<file path="src/rtl/ir_pkg.sv">
// ----------------------------------------------------------------------------
// ir_pkg -- shared definitions for the NEC infrared receive path.
//
// Holds the NEC nominal pulse widths (microseconds), the one-hot decoder
// state encoding, the default width tolerance and helpers that turn a
// width in microseconds into clock cycles and tolerance windows.
// No ports (package).
// ----------------------------------------------------------------------------
package ir_pkg;

   // NEC nominal widths in microseconds
   localparam int unsigned NEC_LEAD_US    = 9000;
   localparam int unsigned NEC_SPACE_US   = 4500;
   localparam int unsigned NEC_RPT_US     = 2250;
   localparam int unsigned NEC_BURST_US   = 560;
   localparam int unsigned NEC_ZERO_US    = 560;
   localparam int unsigned NEC_ONE_US     = 1690;
   localparam int unsigned NEC_TIMEOUT_US = 12000;
   localparam int unsigned NEC_RPTGAP_US  = 110000;

   localparam int unsigned TOL_PCT_DEF    = 25;

   typedef enum logic [5:0] {
      ST_IDLE      = 6'b000001,
      ST_LEAD      = 6'b000010,
      ST_SPACE     = 6'b000100,
      ST_BIT_MARK  = 6'b001000,
      ST_BIT_SPACE = 6'b010000,
      ST_RPT_STOP  = 6'b100000
   } state_e;

   // Microseconds to clock cycles, 64-bit so large clocks do not overflow.
   function automatic longint unsigned us_to_cyc(input longint unsigned us,
                                                 input longint unsigned clk_hz);
      return (us * clk_hz) / 64'd1_000_000;
   endfunction

   function automatic longint unsigned win_lo(input longint unsigned cyc,
                                              input int unsigned tol);
      return (cyc * (100 - tol)) / 100;
   endfunction

   function automatic longint unsigned win_hi(input longint unsigned cyc,
                                              input int unsigned tol);
      return (cyc * (100 + tol)) / 100;
   endfunction

endpackage

</file>
<file path="src/rtl/ir_edge_sync.sv">
// ----------------------------------------------------------------------------
// ir_edge_sync -- brings the raw IR receiver output into the clk domain and
// produces single-cycle fall/rise pulses plus the cleaned line level.
//
// Optional feature macro: IR_GLITCH_FILTER_EN
//   defined   : an 8-sample majority filter, sampled at a 1 us prescale,
//               sits between the synchroniser and the edge detector, so
//               pulses shorter than about 5 us never reach the decoder.
//   undefined : the synchroniser output feeds the edge detector directly.
//
// Ports
//   clk      in   system clock
//   rst_n    in   asynchronous active-low reset
//   din_i    in   raw IR line (idle high), asynchronous to clk
//   fall_o   out  1-cycle pulse on a high-to-low transition
//   rise_o   out  1-cycle pulse on a low-to-high transition
//   level_o  out  synchronised (and optionally filtered) line level
// ----------------------------------------------------------------------------
module ir_edge_sync #(
   parameter int unsigned SYNC_STAGES = 3,
   parameter int unsigned CLK_FREQ_HZ = 50_000_000
) (
   input  logic clk,
   input  logic rst_n,
   input  logic din_i,
   output logic fall_o,
   output logic rise_o,
   output logic level_o
);

   // Reset to the idle-high level so releasing reset never fakes a fall.
   logic [SYNC_STAGES-1:0] sync_q;
   logic                   src;
   logic                   last_q;

   always_ff @(posedge clk or negedge rst_n) begin
      if (!rst_n) begin
         sync_q <= '1;
      end else begin
         sync_q <= {sync_q[SYNC_STAGES-2:0], din_i};
      end
   end

`ifdef IR_GLITCH_FILTER_EN
   localparam int unsigned PRE   = (CLK_FREQ_HZ >= 2_000_000) ? (CLK_FREQ_HZ / 1_000_000) : 1;
   localparam int          PRE_W = (PRE > 1) ? $clog2(PRE) : 1;

   logic [PRE_W-1:0] pre_q;
   logic [7:0]       win_q;
   logic             filt_q;
   logic             tick;
   logic [3:0]       ones;

   assign tick = (pre_q == PRE_W'(PRE - 1));
   assign ones = 4'($countones(win_q));

   // A 4/4 split keeps the previous level, giving a little hysteresis.
   always_ff @(posedge clk or negedge rst_n) begin
      if (!rst_n) begin
         pre_q  <= '0;
         win_q  <= '1;
         filt_q <= 1'b1;
      end else begin
         pre_q <= tick ? '0 : pre_q + PRE_W'(1);
         if (tick) begin
            win_q <= {win_q[6:0], sync_q[SYNC_STAGES-1]};
         end
         if (ones > 4'd4) begin
            filt_q <= 1'b1;
         end else if (ones < 4'd4) begin
            filt_q <= 1'b0;
         end
      end
   end

   assign src = filt_q;
`else
   assign src = sync_q[SYNC_STAGES-1];
`endif

   always_ff @(posedge clk or negedge rst_n) begin
      if (!rst_n) begin
         last_q <= 1'b1;
      end else begin
         last_q <= src;
      end
   end

   assign fall_o  =  last_q & ~src;
   assign rise_o  = ~last_q &  src;
   assign level_o =  src;

endmodule

</file>
<file path="src/rtl/ir_nec_rx.sv">
// ----------------------------------------------------------------------------
// ir_nec_rx -- NEC infrared frame receiver.
//
// Measures the low/high widths of the demodulated IR line, decodes 32-bit
// NEC frames (LSB first) into address and command, checks the command
// (and optionally address) complement bytes, recognises repeat codes and
// aborts stalled frames after 12 ms without an edge.
// Optional glitch filter in ir_edge_sync: macro IR_GLITCH_FILTER_EN.
//
// Ports
//   clk      in   system clock
//   rst_n    in   asynchronous active-low reset
//   ir_din   in   raw IR receiver output (idle high, bursts low)
//   ir_addr  out  address of last good frame ({8'h00,byte0} when ADDR_EXT=0)
//   ir_cmd   out  command of last good frame
//   ir_vld   out  1-cycle strobe, new checked frame on ir_addr/ir_cmd
//   ir_err   out  1-cycle strobe, frame aborted (width, timeout, checksum)
//   ir_rpt   out  1-cycle strobe, repeat code after a good frame
//   ir_busy  out  high while a frame is in progress
// ----------------------------------------------------------------------------
module ir_nec_rx
   import ir_pkg::*;
#(
   parameter int unsigned CLK_FREQ_HZ = 50_000_000,
   parameter int unsigned SYNC_STAGES = 3,
   parameter int unsigned TOL_PCT     = TOL_PCT_DEF,
   parameter bit          ADDR_EXT    = 1'b1
) (
   input  logic        clk,
   input  logic        rst_n,
   input  logic        ir_din,
   output logic [15:0] ir_addr,
   output logic [7:0]  ir_cmd,
   output logic        ir_vld,
   output logic        ir_err,
   output logic        ir_rpt,
   output logic        ir_busy
);

   localparam longint unsigned TO_CYC  = us_to_cyc(NEC_TIMEOUT_US, CLK_FREQ_HZ);
   localparam longint unsigned GAP_CYC = us_to_cyc(NEC_RPTGAP_US, CLK_FREQ_HZ);
   localparam int CNT_W = $clog2(TO_CYC) + 1;
   localparam int WW    = CNT_W + 1;
   localparam int GAP_W = $clog2(GAP_CYC) + 1;

   localparam longint unsigned LEAD_C  = us_to_cyc(NEC_LEAD_US,  CLK_FREQ_HZ);
   localparam longint unsigned SPACE_C = us_to_cyc(NEC_SPACE_US, CLK_FREQ_HZ);
   localparam longint unsigned RPT_C   = us_to_cyc(NEC_RPT_US,   CLK_FREQ_HZ);
   localparam longint unsigned BURST_C = us_to_cyc(NEC_BURST_US, CLK_FREQ_HZ);
   localparam longint unsigned ZERO_C  = us_to_cyc(NEC_ZERO_US,  CLK_FREQ_HZ);
   localparam longint unsigned ONE_C   = us_to_cyc(NEC_ONE_US,   CLK_FREQ_HZ);

   localparam logic [WW-1:0] LEAD_LO  = WW'(win_lo(LEAD_C,  TOL_PCT));
   localparam logic [WW-1:0] LEAD_HI  = WW'(win_hi(LEAD_C,  TOL_PCT));
   localparam logic [WW-1:0] SPACE_LO = WW'(win_lo(SPACE_C, TOL_PCT));
   localparam logic [WW-1:0] SPACE_HI = WW'(win_hi(SPACE_C, TOL_PCT));
   localparam logic [WW-1:0] RPT_LO   = WW'(win_lo(RPT_C,   TOL_PCT));
   localparam logic [WW-1:0] RPT_HI   = WW'(win_hi(RPT_C,   TOL_PCT));
   localparam logic [WW-1:0] BURST_LO = WW'(win_lo(BURST_C, TOL_PCT));
   localparam logic [WW-1:0] BURST_HI = WW'(win_hi(BURST_C, TOL_PCT));
   localparam logic [WW-1:0] ZERO_LO  = WW'(win_lo(ZERO_C,  TOL_PCT));
   localparam logic [WW-1:0] ZERO_HI  = WW'(win_hi(ZERO_C,  TOL_PCT));
   localparam logic [WW-1:0] ONE_LO   = WW'(win_lo(ONE_C,   TOL_PCT));
   localparam logic [WW-1:0] ONE_HI   = WW'(win_hi(ONE_C,   TOL_PCT));

   localparam logic [CNT_W-1:0] TO_Q  = CNT_W'(TO_CYC);
   localparam logic [GAP_W-1:0] GAP_Q = GAP_W'(GAP_CYC);

   function automatic logic in_win(input logic [WW-1:0] w,
                                   input logic [WW-1:0] lo,
                                   input logic [WW-1:0] hi);
      return (w >= lo) && (w <= hi);
   endfunction

   logic fall;
   logic rise;
   logic level_unused;   // line level is not needed by the decoder itself

   ir_edge_sync #(
      .SYNC_STAGES (SYNC_STAGES),
      .CLK_FREQ_HZ (CLK_FREQ_HZ)
   ) u_edge_sync (
      .clk     (clk),
      .rst_n   (rst_n),
      .din_i   (ir_din),
      .fall_o  (fall),
      .rise_o  (rise),
      .level_o (level_unused)
   );

   state_e           state_q;
   logic [CNT_W-1:0] cnt_q, cnt_d;
   logic [GAP_W-1:0] gap_q, gap_d;
   logic [4:0]       bit_idx_q;
   logic [31:0]      sr_q;
   logic             rpt_ok_q;
   logic [15:0]      addr_q;
   logic [7:0]       cmd_q;
   logic             vld_q, err_q, rpt_q;

   logic [WW-1:0] width;
   logic          one_hit, zero_hit;
   logic [31:0]   sr_shift;
   logic          cs_ok;
   logic          timeout;
   logic          gap_exp;

   // Width counter: restarts on every edge, parked at zero in IDLE and
   // saturating so a stuck line cannot wrap back into a valid window.
   always_comb begin
      cnt_d = cnt_q;
      if (state_q == ST_IDLE || fall || rise) begin
         cnt_d = '0;
      end else if (!(&cnt_q)) begin
         cnt_d = cnt_q + CNT_W'(1);
      end
   end

   // Repeat-allow window: runs only while rpt_ok is set and restarts after
   // each good frame or accepted repeat.
   always_comb begin
      gap_d = gap_q;
      if (!rpt_ok_q || vld_q || rpt_q) begin
         gap_d = '0;
      end else if (gap_q != GAP_Q) begin
         gap_d = gap_q + GAP_W'(1);
      end
   end

   always_ff @(posedge clk or negedge rst_n) begin
      if (!rst_n) begin
         cnt_q <= '0;
         gap_q <= '0;
      end else begin
         cnt_q <= cnt_d;
         gap_q <= gap_d;
      end
   end

   // cnt_q lags the edge by one cycle, so +1 gives the exact pulse width.
   assign width    = {1'b0, cnt_q} + WW'(1);
   assign one_hit  = in_win(width, ONE_LO, ONE_HI);
   assign zero_hit = in_win(width, ZERO_LO, ZERO_HI);
   assign sr_shift = {one_hit, sr_q[31:1]};
   assign cs_ok    = (sr_shift[31:24] == ~sr_shift[23:16]) &&
                     (ADDR_EXT || (sr_shift[15:8] == ~sr_shift[7:0]));
   assign timeout  = (cnt_q >= TO_Q);
   assign gap_exp  = rpt_ok_q && (gap_q == GAP_Q);

   always_ff @(posedge clk or negedge rst_n) begin
      if (!rst_n) begin
         state_q   <= ST_IDLE;
         bit_idx_q <= '0;
         sr_q      <= '0;
         rpt_ok_q  <= 1'b0;
         addr_q    <= '0;
         cmd_q     <= '0;
         vld_q     <= 1'b0;
         err_q     <= 1'b0;
         rpt_q     <= 1'b0;
      end else begin
         vld_q <= 1'b0;
         err_q <= 1'b0;
         rpt_q <= 1'b0;
         if (gap_exp) begin
            rpt_ok_q <= 1'b0;
         end

         if (state_q != ST_IDLE && timeout) begin
            state_q  <= ST_IDLE;
            err_q    <= 1'b1;
            rpt_ok_q <= 1'b0;
         end else begin
            unique case (state_q)
               ST_IDLE: begin
                  if (fall) begin
                     state_q <= ST_LEAD;
                  end
               end
               ST_LEAD: begin
                  if (rise) begin
                     if (in_win(width, LEAD_LO, LEAD_HI)) begin
                        state_q <= ST_SPACE;
                     end else begin
                        state_q <= ST_IDLE;
                        err_q   <= 1'b1;
                     end
                  end
               end
               ST_SPACE: begin
                  if (fall) begin
                     if (in_win(width, SPACE_LO, SPACE_HI)) begin
                        state_q   <= ST_BIT_MARK;
                        bit_idx_q <= '0;
                     end else if (in_win(width, RPT_LO, RPT_HI)) begin
                        state_q <= ST_RPT_STOP;
                     end else begin
                        state_q <= ST_IDLE;
                        err_q   <= 1'b1;
                     end
                  end
               end
               ST_BIT_MARK: begin
                  if (rise) begin
                     if (in_win(width, BURST_LO, BURST_HI)) begin
                        state_q <= ST_BIT_SPACE;
                     end else begin
                        state_q <= ST_IDLE;
                        err_q   <= 1'b1;
                     end
                  end
               end
               ST_BIT_SPACE: begin
                  if (fall) begin
                     if (one_hit || zero_hit) begin
                        sr_q <= sr_shift;
                        if (bit_idx_q == 5'd31) begin
                           state_q <= ST_IDLE;
                           if (cs_ok) begin
                              addr_q   <= ADDR_EXT ? sr_shift[15:0] : {8'h00, sr_shift[7:0]};
                              cmd_q    <= sr_shift[23:16];
                              vld_q    <= 1'b1;
                              rpt_ok_q <= 1'b1;
                           end else begin
                              err_q    <= 1'b1;
                              rpt_ok_q <= 1'b0;
                           end
                        end else begin
                           bit_idx_q <= bit_idx_q + 5'd1;
                           state_q   <= ST_BIT_MARK;
                        end
                     end else begin
                        state_q <= ST_IDLE;
                        err_q   <= 1'b1;
                     end
                  end
               end
               ST_RPT_STOP: begin
                  if (rise) begin
                     state_q <= ST_IDLE;
                     if (in_win(width, BURST_LO, BURST_HI)) begin
                        rpt_q <= rpt_ok_q && !gap_exp;
                     end else begin
                        err_q <= 1'b1;
                     end
                  end
               end
               default: begin
                  state_q <= ST_IDLE;
               end
            endcase
         end
      end
   end

   assign ir_addr = addr_q;
   assign ir_cmd  = cmd_q;
   assign ir_vld  = vld_q;
   assign ir_err  = err_q;
   assign ir_rpt  = rpt_q;
   assign ir_busy = (state_q != ST_IDLE);

endmodule
</file>
<file path="config.mk">
export PLATFORM = sky130hd
export DESIGN_NAME = ir_nec_rx
export DESIGN_NICKNAME = d
export VERILOG_FILES = /design/src/rtl/ir_pkg.sv /design/src/rtl/ir_edge_sync.sv /design/src/rtl/ir_nec_rx.sv
export SDC_FILE = /design/constraint.sdc
export NUM_CORES = 1
export LEC_CHECK = 0
export CAP_MARGIN = 10
export CORE_ASPECT_RATIO = 1.2
export CORE_MARGIN = 10
export CORE_UTILIZATION = 45
export CTS_BUF_LIST = sky130_fd_sc_hd__clkbuf_8
export DETAILED_ROUTE_END_ITERATION = 16
export RECOVER_POWER = 50
export SLEW_MARGIN = 20
export SYNTH_ARGS = -nofsm -noshare
export SYNTH_HDL_FRONTEND = slang
export SYNTH_HIERARCHICAL = 1
export SYNTH_SLANG_ARGS = --single-unit
</file>
<file path="constraint.sdc">
create_clock -name clk -period 11.26 [get_ports clk]
set_clock_uncertainty 0.15 [all_clocks]
set_input_delay 1.126 -clock clk [delete_from_list [all_inputs] [get_ports clk]]
set_output_delay 1.126 -clock clk [all_outputs]
set_load 0.01 [all_outputs]
</file>
==> flow_summary.yaml, run 1 <==
yosys:
  synth_edf_count: 0
  syn_area_sq_um: 7310
  async_reset_ff_frac: 1.00
  netlist-cell-type-count: 81
  yosys.area.top_type: "dfrtp_1"
  synth_cells: 776
  synth_top_area_share: 0.390
  ys.flop_type: "dfrtp_1"
  synth_seq_area_share: 0.408
  syn_nets: 787
  synth.avg_cell_area_sq_um: 9.42
  synth.ff_latch_count: 119
  yosysWarningCount: 6
  synth.area.top_cells: "dfrtp_1 (39%), mux2_2 (5.4%), nor2_1 (3.3%)"
final_layout:
  syn_to_final_growth_pct: 9.69
  num-nets-final: 791
  final_common_cell: "dfrtp_1"
  final_area_sq_um: 8020
  final_cell_mix: "dfrtp_1 (114), nor2_1 (65), nand2_1 (50)"
  antennaDiodeCount: 0
  drive_above_1_share: 0.108
pwr:
  p_comb_frac: 0.118
  finalPower_uw: 892
  p_sw_frac: 0.303
  p_clk_frac: 0.372
  internal_power_uw: 621
  power_leakage_uw: 0.00318
  cellPowerDensity_nw_per_um2: 111
  p_switching_uw: 270
  ir_worst_vdd_mv: 0.127
  seq_power_share: 0.510
route:
  first_iter_violations: 818
  wire_per_inst_um: 19.8
  drt_wl_total_um: 19900
  drtPass1Iterations: 5
  drcViolationCount: 0
  viasPerCell: 6.23
  ant_nets: 0
  num_vias: 6264
worst_setup_path:
  crit_start: "rst_n"
  crit_cells: 2
  r2r-start: "cnt_q[0]"
  rrSetupSlack_ps: 6010
  crit_path_top_delay_cell: "clkbuf_1"
  path_cells: "clkbuf_1, clkbuf_1"
  worst_ep_required_time_ps: 10970
  r2r_cells: 10
  crit_family: "buffers and inverters"
  r2r-end: "bit_idx_q[0]"
  crit_fanout: 62
  cp-endpoint: "ir_cmd[2]"
  cp-end-kind: "async pin"
  critPathKind: "primary input to async pin"
  max_stage_delay_ps: 2270
  cp.buffers_inverters: 2
  arrival_ps: 5650
  start_kind: "primary input"
  crit_path_frequent_cell: "clkbuf_1"
placed_design:
  place_congestion: 0.944
  dp_hpwl_um: 14600
  dpl_cell_area_sq_um: 7680
  io_buffers: 30
  dp_slack_ps: 6140
grt:
  grt_max_degree: 63
  grt_pass1_wl_um: 32500
  antenna_found_initial: 0
  grt_usage: 0.184
  overflow: 0
  grt_pass1_vias: 6219
timing:
  worst_slew_pin_slew_ps: 3150
  timing.hold.ws_ps: 208
  max_slew_margin: -1.10
  fin_ws_ps: 5330
  setup_viol: 0
  finalCritPeriodShare: 0.527
  fin_crit_ps: 5930
  slew_violations: 122
  max_freq_mhz: 169
  fin_setup_tns_ps: 0
  hold_viol_final: 0
  rsz0062_at_grt: "no"
die:
  core_area_sq_um: 16100
  fp-row-count: 51
  ios: 31
  die_w_um: 136
  die_area_sq_um: 21800
  start_util: 0.454
  dieHeight_um: 160
clock_tree:
  cts_made_buffers: 17
  cts_sinks: 119
  cts-htree-levels: 4
  cts_root_buf: "clkbuf_8"
  cts_tree: "done"
  cts_setup_buffers: 0
  clk_pin_slew_ps: 70
  holdBufCountCts: 0
  ctsResizeCount: 0
  clockBufferDepth: 2
  clock_latency_ps: 430
run:
  maxCapViolations: 2
hold_path:
  hold_start: "u_edge_sync/sync_q[0]"
  min_path_type: "flop to flop"
outcome:
  status: "finished with violations"
  violations: "capacitance limit, slew limit"
flip-flops by register name (all words and copies together), names as in the netlist:
register,flops
state_q,6
u_edge_sync/last_q,1
rpt_ok_q,1
ir_rpt,1
u_edge_sync/sync_q,3
gap_q,24
ir_vld,1
ir_cmd,8
cnt_q,21
ir_err,1
ir_addr,16
sr_q,31
bit_idx_q,5
through the flow:
step | util | std cells
3_5_place_dp | 0.478 | 973
4_1_cts | 0.499 | 1005
6_report | 0.499 | 1005
3_3_place_gp | 0.478 | 973
2_1_floorplan | - | 776
5_1_grt | 0.499 | 1005
synthesized netlist by cell type, types with 8 or more instances:
master,instances
nor4_1,16
mux2_2,35
inv_1,19
nand3_1,39
nand2_1,50
dfrtp_1,114
ha_1,8
nand4_1,16
xnor2_1,24
o21ai_0,26
a31oi_1,10
a21oi_1,45
xor2_1,24
clkbuf_1,33
nand3b_1,10
mux2_1,20
nor2_1,65
and3_1,8
o31ai_1,9
buf_2,9
or3_1,19
o22ai_1,8
nor3_1,28
kinds of logic (layout without fill, tap and decap cells):
family | count (synthesis) | after routing | synth area share
fa+ha+maj | 10 | 10 | 0.0164
flops | 119 | 119 | 0.408
compound gates | 173 | 173 | 0.165
mux | 59 | 59 | 0.0902
xor+xnor | 48 | 48 | 0.0575
simple gates | 299 | 299 | 0.223
buf+inv | 68 | 85 | 0.0392
routing by layer:
metal  vias up  GRT usage  routed length (um)
met1      3083      0.223                8380
met2       221      0.305                9900
li1       2911          -                   -
met4         0     0.0868                 776
met5         -          0                   0
met3        49     0.0335                 844
power by group through the flow:
stage / combinational, uW / sequential, uW / clock, uW
floorplan: 75.0 / 453 / 0
global placement: 103 / 460 / 0
detailed placement: 104 / 462 / 0
CTS: 104 / 454 / 344
global route: 114 / 457 / 368
finish: 105 / 455 / 332
how the worst min path moves through the flow:
stage	endpoint	slack [ps]	cells past startpoint
4_1_cts	u_edge_sync/sync_q[2]	210	0
5_1_grt	u_edge_sync/sync_q[1]	210	0
3_5_place_dp	u_edge_sync/sync_q[2]	200	0
6_report	u_edge_sync/sync_q[1]	210	0
2_1_floorplan	u_edge_sync/sync_q[1]	200	0
3_3_place_gp	u_edge_sync/sync_q[1]	200	0
worst reg2reg max path, stage by stage (launching register included):
cell      delay (ps)
dfrtp_1          610
ha_1             600
nand4_1          340
nor3_1           660
a311oi_1         260
o21ai_0          730
nand3_1          170
nor4b_1          680
nor3_1           320
o21ai_0          420
a31oi_1          150
layout make-up:
class	count	area, sq um
clock inverters	15	108
well taps	212	265
repair buffers	33	313
clock buffers	17	234
fillers	1562	8060
flip-flops and latches	119	2980
multi-input cells	589	4040
inverters	20	75.1
No activity file was read; power rests on OpenSTA's default activity.
==> run 2: changes to the inputs <==
Clock period 11.26 ns to 4.8 ns, I/O delays scaled along.
==> run 2 against run 1 <==
- the flow still finishes with violations (capacitance limit, slew limit)
- sequential power is 130% higher
- combinational power grew to 2.6 times the previous value
- power is 140% higher
- utilization grew 1.7 points
- critical path type is now flop to flop
- global-route usage is 0.30 points higher
- critical endpoint unchanged
==> flow_summary.yaml, run 2 (synthesis results as in run 1) <==
final_layout:
  antennaDiodeCount: 0
  final_common_cell: "dfrtp_1"
  largest_register_ffs: 31
  num-nets-final: 821
  final_cell_mix: "dfrtp_1 (114), nor2_1 (65), nand2_1 (50)"
  final_area_sq_um: 8300
  drive_above_1_share: 0.143
  reg.largest.list: "sr_q x31, gap_q x24, cnt_q x21"
  regMostFlops: "sr_q"
  syn_to_final_growth_pct: 13.5
clock_tree:
  ctsResizeCount: 0
  cts_root_buf: "clkbuf_8"
  clk_pin_slew_ps: 70
  cts_made_buffers: 17
  cts_sinks: 119
  cts_tree: "done"
  cts_setup_buffers: 0
  clock_latency_ps: 440
  clockBufferDepth: 2
  cts-htree-levels: 4
timing:
  fin_crit_ps: 4530
  fin_setup_tns_ps: 0
  fin_ws_ps: 269
  slew_violations: 44
  max_freq_mhz: 221
  setup_viol: 0
  hold_viol_final: 0
  timing.hold.ws_ps: 208
  finalCritPeriodShare: 0.944
  worst_slew_pin_slew_ps: 2640
  rsz0062_at_grt: "no"
  max_slew_margin: -0.760
die:
  core_area_sq_um: 16100
  die_area_sq_um: 21800
  start_util: 0.454
  fp-row-count: 51
  die_w_um: 136
  dieHeight_um: 160
  ios: 31
pwr:
  finalPower_uw: 2160
  p_comb_frac: 0.127
  p_clk_frac: 0.385
  ir_worst_vdd_mv: 0.213
  seq_power_share: 0.488
  power_leakage_uw: 0.00336
  p_sw_frac: 0.301
  internal_power_uw: 1510
  cellPowerDensity_nw_per_um2: 261
  p_switching_uw: 650
grt:
  overflow: 0
  grt_use_met1: 0.214
  antenna_found_initial: 0
  grtUsageMet2: 0.303
  met3_usage: 0.0442
  grt_max_degree: 46
  grt_usage: 0.187
  grt_pass1_vias: 6496
  top_usage_layer: "met2"
  grt_pass1_wl_um: 32900
worst_setup_path:
  worst_ep_required_time_ps: 4970
  cp-endpoint: "ir_cmd[2]"
  r2r_cells: 11
  r2r-start: "cnt_q[1]"
  start_kind: "flop"
  rrSetupSlack_ps: 270
  cp-end-kind: "flop"
  r2r-end: "ir_cmd[2]"
  crit_start: "cnt_q[1]"
  arrival_ps: 4700
  crit_fanout: 24
  path_cells: "ha_1, and4_1, nand4_1, xnor2_1, a2111oi_0, a211oi_1, a21boi_2, nand3_1, a21oi_4, buf_12, mux2_2"
  max_stage_delay_ps: 650
  critPathKind: "flop to flop"
  crit_path_top_delay_cell: "a2111oi_0"
route:
  drt_wl_total_um: 19800
  ant_nets: 0
  num_vias: 6361
  wire_per_inst_um: 19.2
  drtPass1Iterations: 5
  drcViolationCount: 0
  first_iter_violations: 589
  viasPerCell: 6.15
placed_design:
  io_buffers: 30
  place_congestion: 0.928
  dpl_cell_area_sq_um: 7930
  dp_hpwl_um: 14700
  dp_slack_ps: 415
outcome:
  violations: "capacitance limit, slew limit"
  status: "finished with violations"
run:
  maxCapViolations: 1
hold_path:
  min_path_type: "flop to flop"
-- run 2: cell count changes in the layout (fill, tap and decap cells not counted), moves of 2 or more --
cell / delta
clkbuf_8: +3
clkbuf_2: +2
buf_4: +26
buf_12: +2
inv_1: -2
clkinvlp_4: -2
-- run 2: through the flow --
stage               cells  utilization
finish               1035        0.516
global route         1035        0.516
CTS                  1035        0.516
detailed placement   1002        0.493
global placement     1002        0.493
floorplan             776            -
-- run 2: worst min path at each step --
stage	start	endpoint	slack, ps	cells after the start
final	u_edge_sync/sync_q[0]	u_edge_sync/sync_q[1]	210	0
after global routing	u_edge_sync/sync_q[0]	u_edge_sync/sync_q[1]	210	0
after CTS	u_edge_sync/sync_q[0]	u_edge_sync/sync_q[1]	210	0
after detailed placement	u_edge_sync/sync_q[0]	u_edge_sync/sync_q[1]	200	0
after global placement	u_edge_sync/sync_q[0]	u_edge_sync/sync_q[1]	200	0
after floorplan	rst_n	bit_idx_q[0]	30	0
-- run 2: critical path, delay by kind of cell (launching register included) --
| kind | cells | cell delay (ps) |
|---|---|---|
| adders and majority gates | 1 | 390 |
| buffers and inverters | 1 | 200 |
| AOI/OAI and AO/OA | 4 | 1600 |
| xor gates and xnor gates | 1 | 300 |
| and+or+nand+nor | 3 | 820 |
| DFF | 1 | 590 |
| muxes | 1 | 350 |
-- run 2: power groups by stage --
stage                     Sequential (uW)  Clock (uW)  Combinational, uW
after floorplan                      1060           0                176
after global placement               1070           0                271
after detailed placement             1070           0                273
after CTS                            1050         867                274
after global routing                 1060         908                302
final                                1060         834                275
-- run 2: cell type report --
| type | instances | area (sq um) |
|---|---|---|
| clock buffers | 20 | 275 |
| well taps | 212 | 265 |
| fillers | 1564 | 7780 |
| clock inverters | 12 | 93.8 |
| multi-input cells | 589 | 4040 |
| flip-flops and latches | 119 | 2980 |
| repair buffers | 63 | 564 |
| inverters | 20 | 75.1 |
-- run 2: metal layers --
metal	routed length (um)	share of wire	vias to the layer above
met5	0	0	-
met4	989	0.050	0
met3	1140	0.057	60
met2	9750	0.49	255
met1	7960	0.40	3077
li1	-	-	2969
-- run 2: timing repair --
action,CTS,global route
endpoints found under the hold margin,40,0
setup endpoints to repair,0,0
hold buffers,1,0
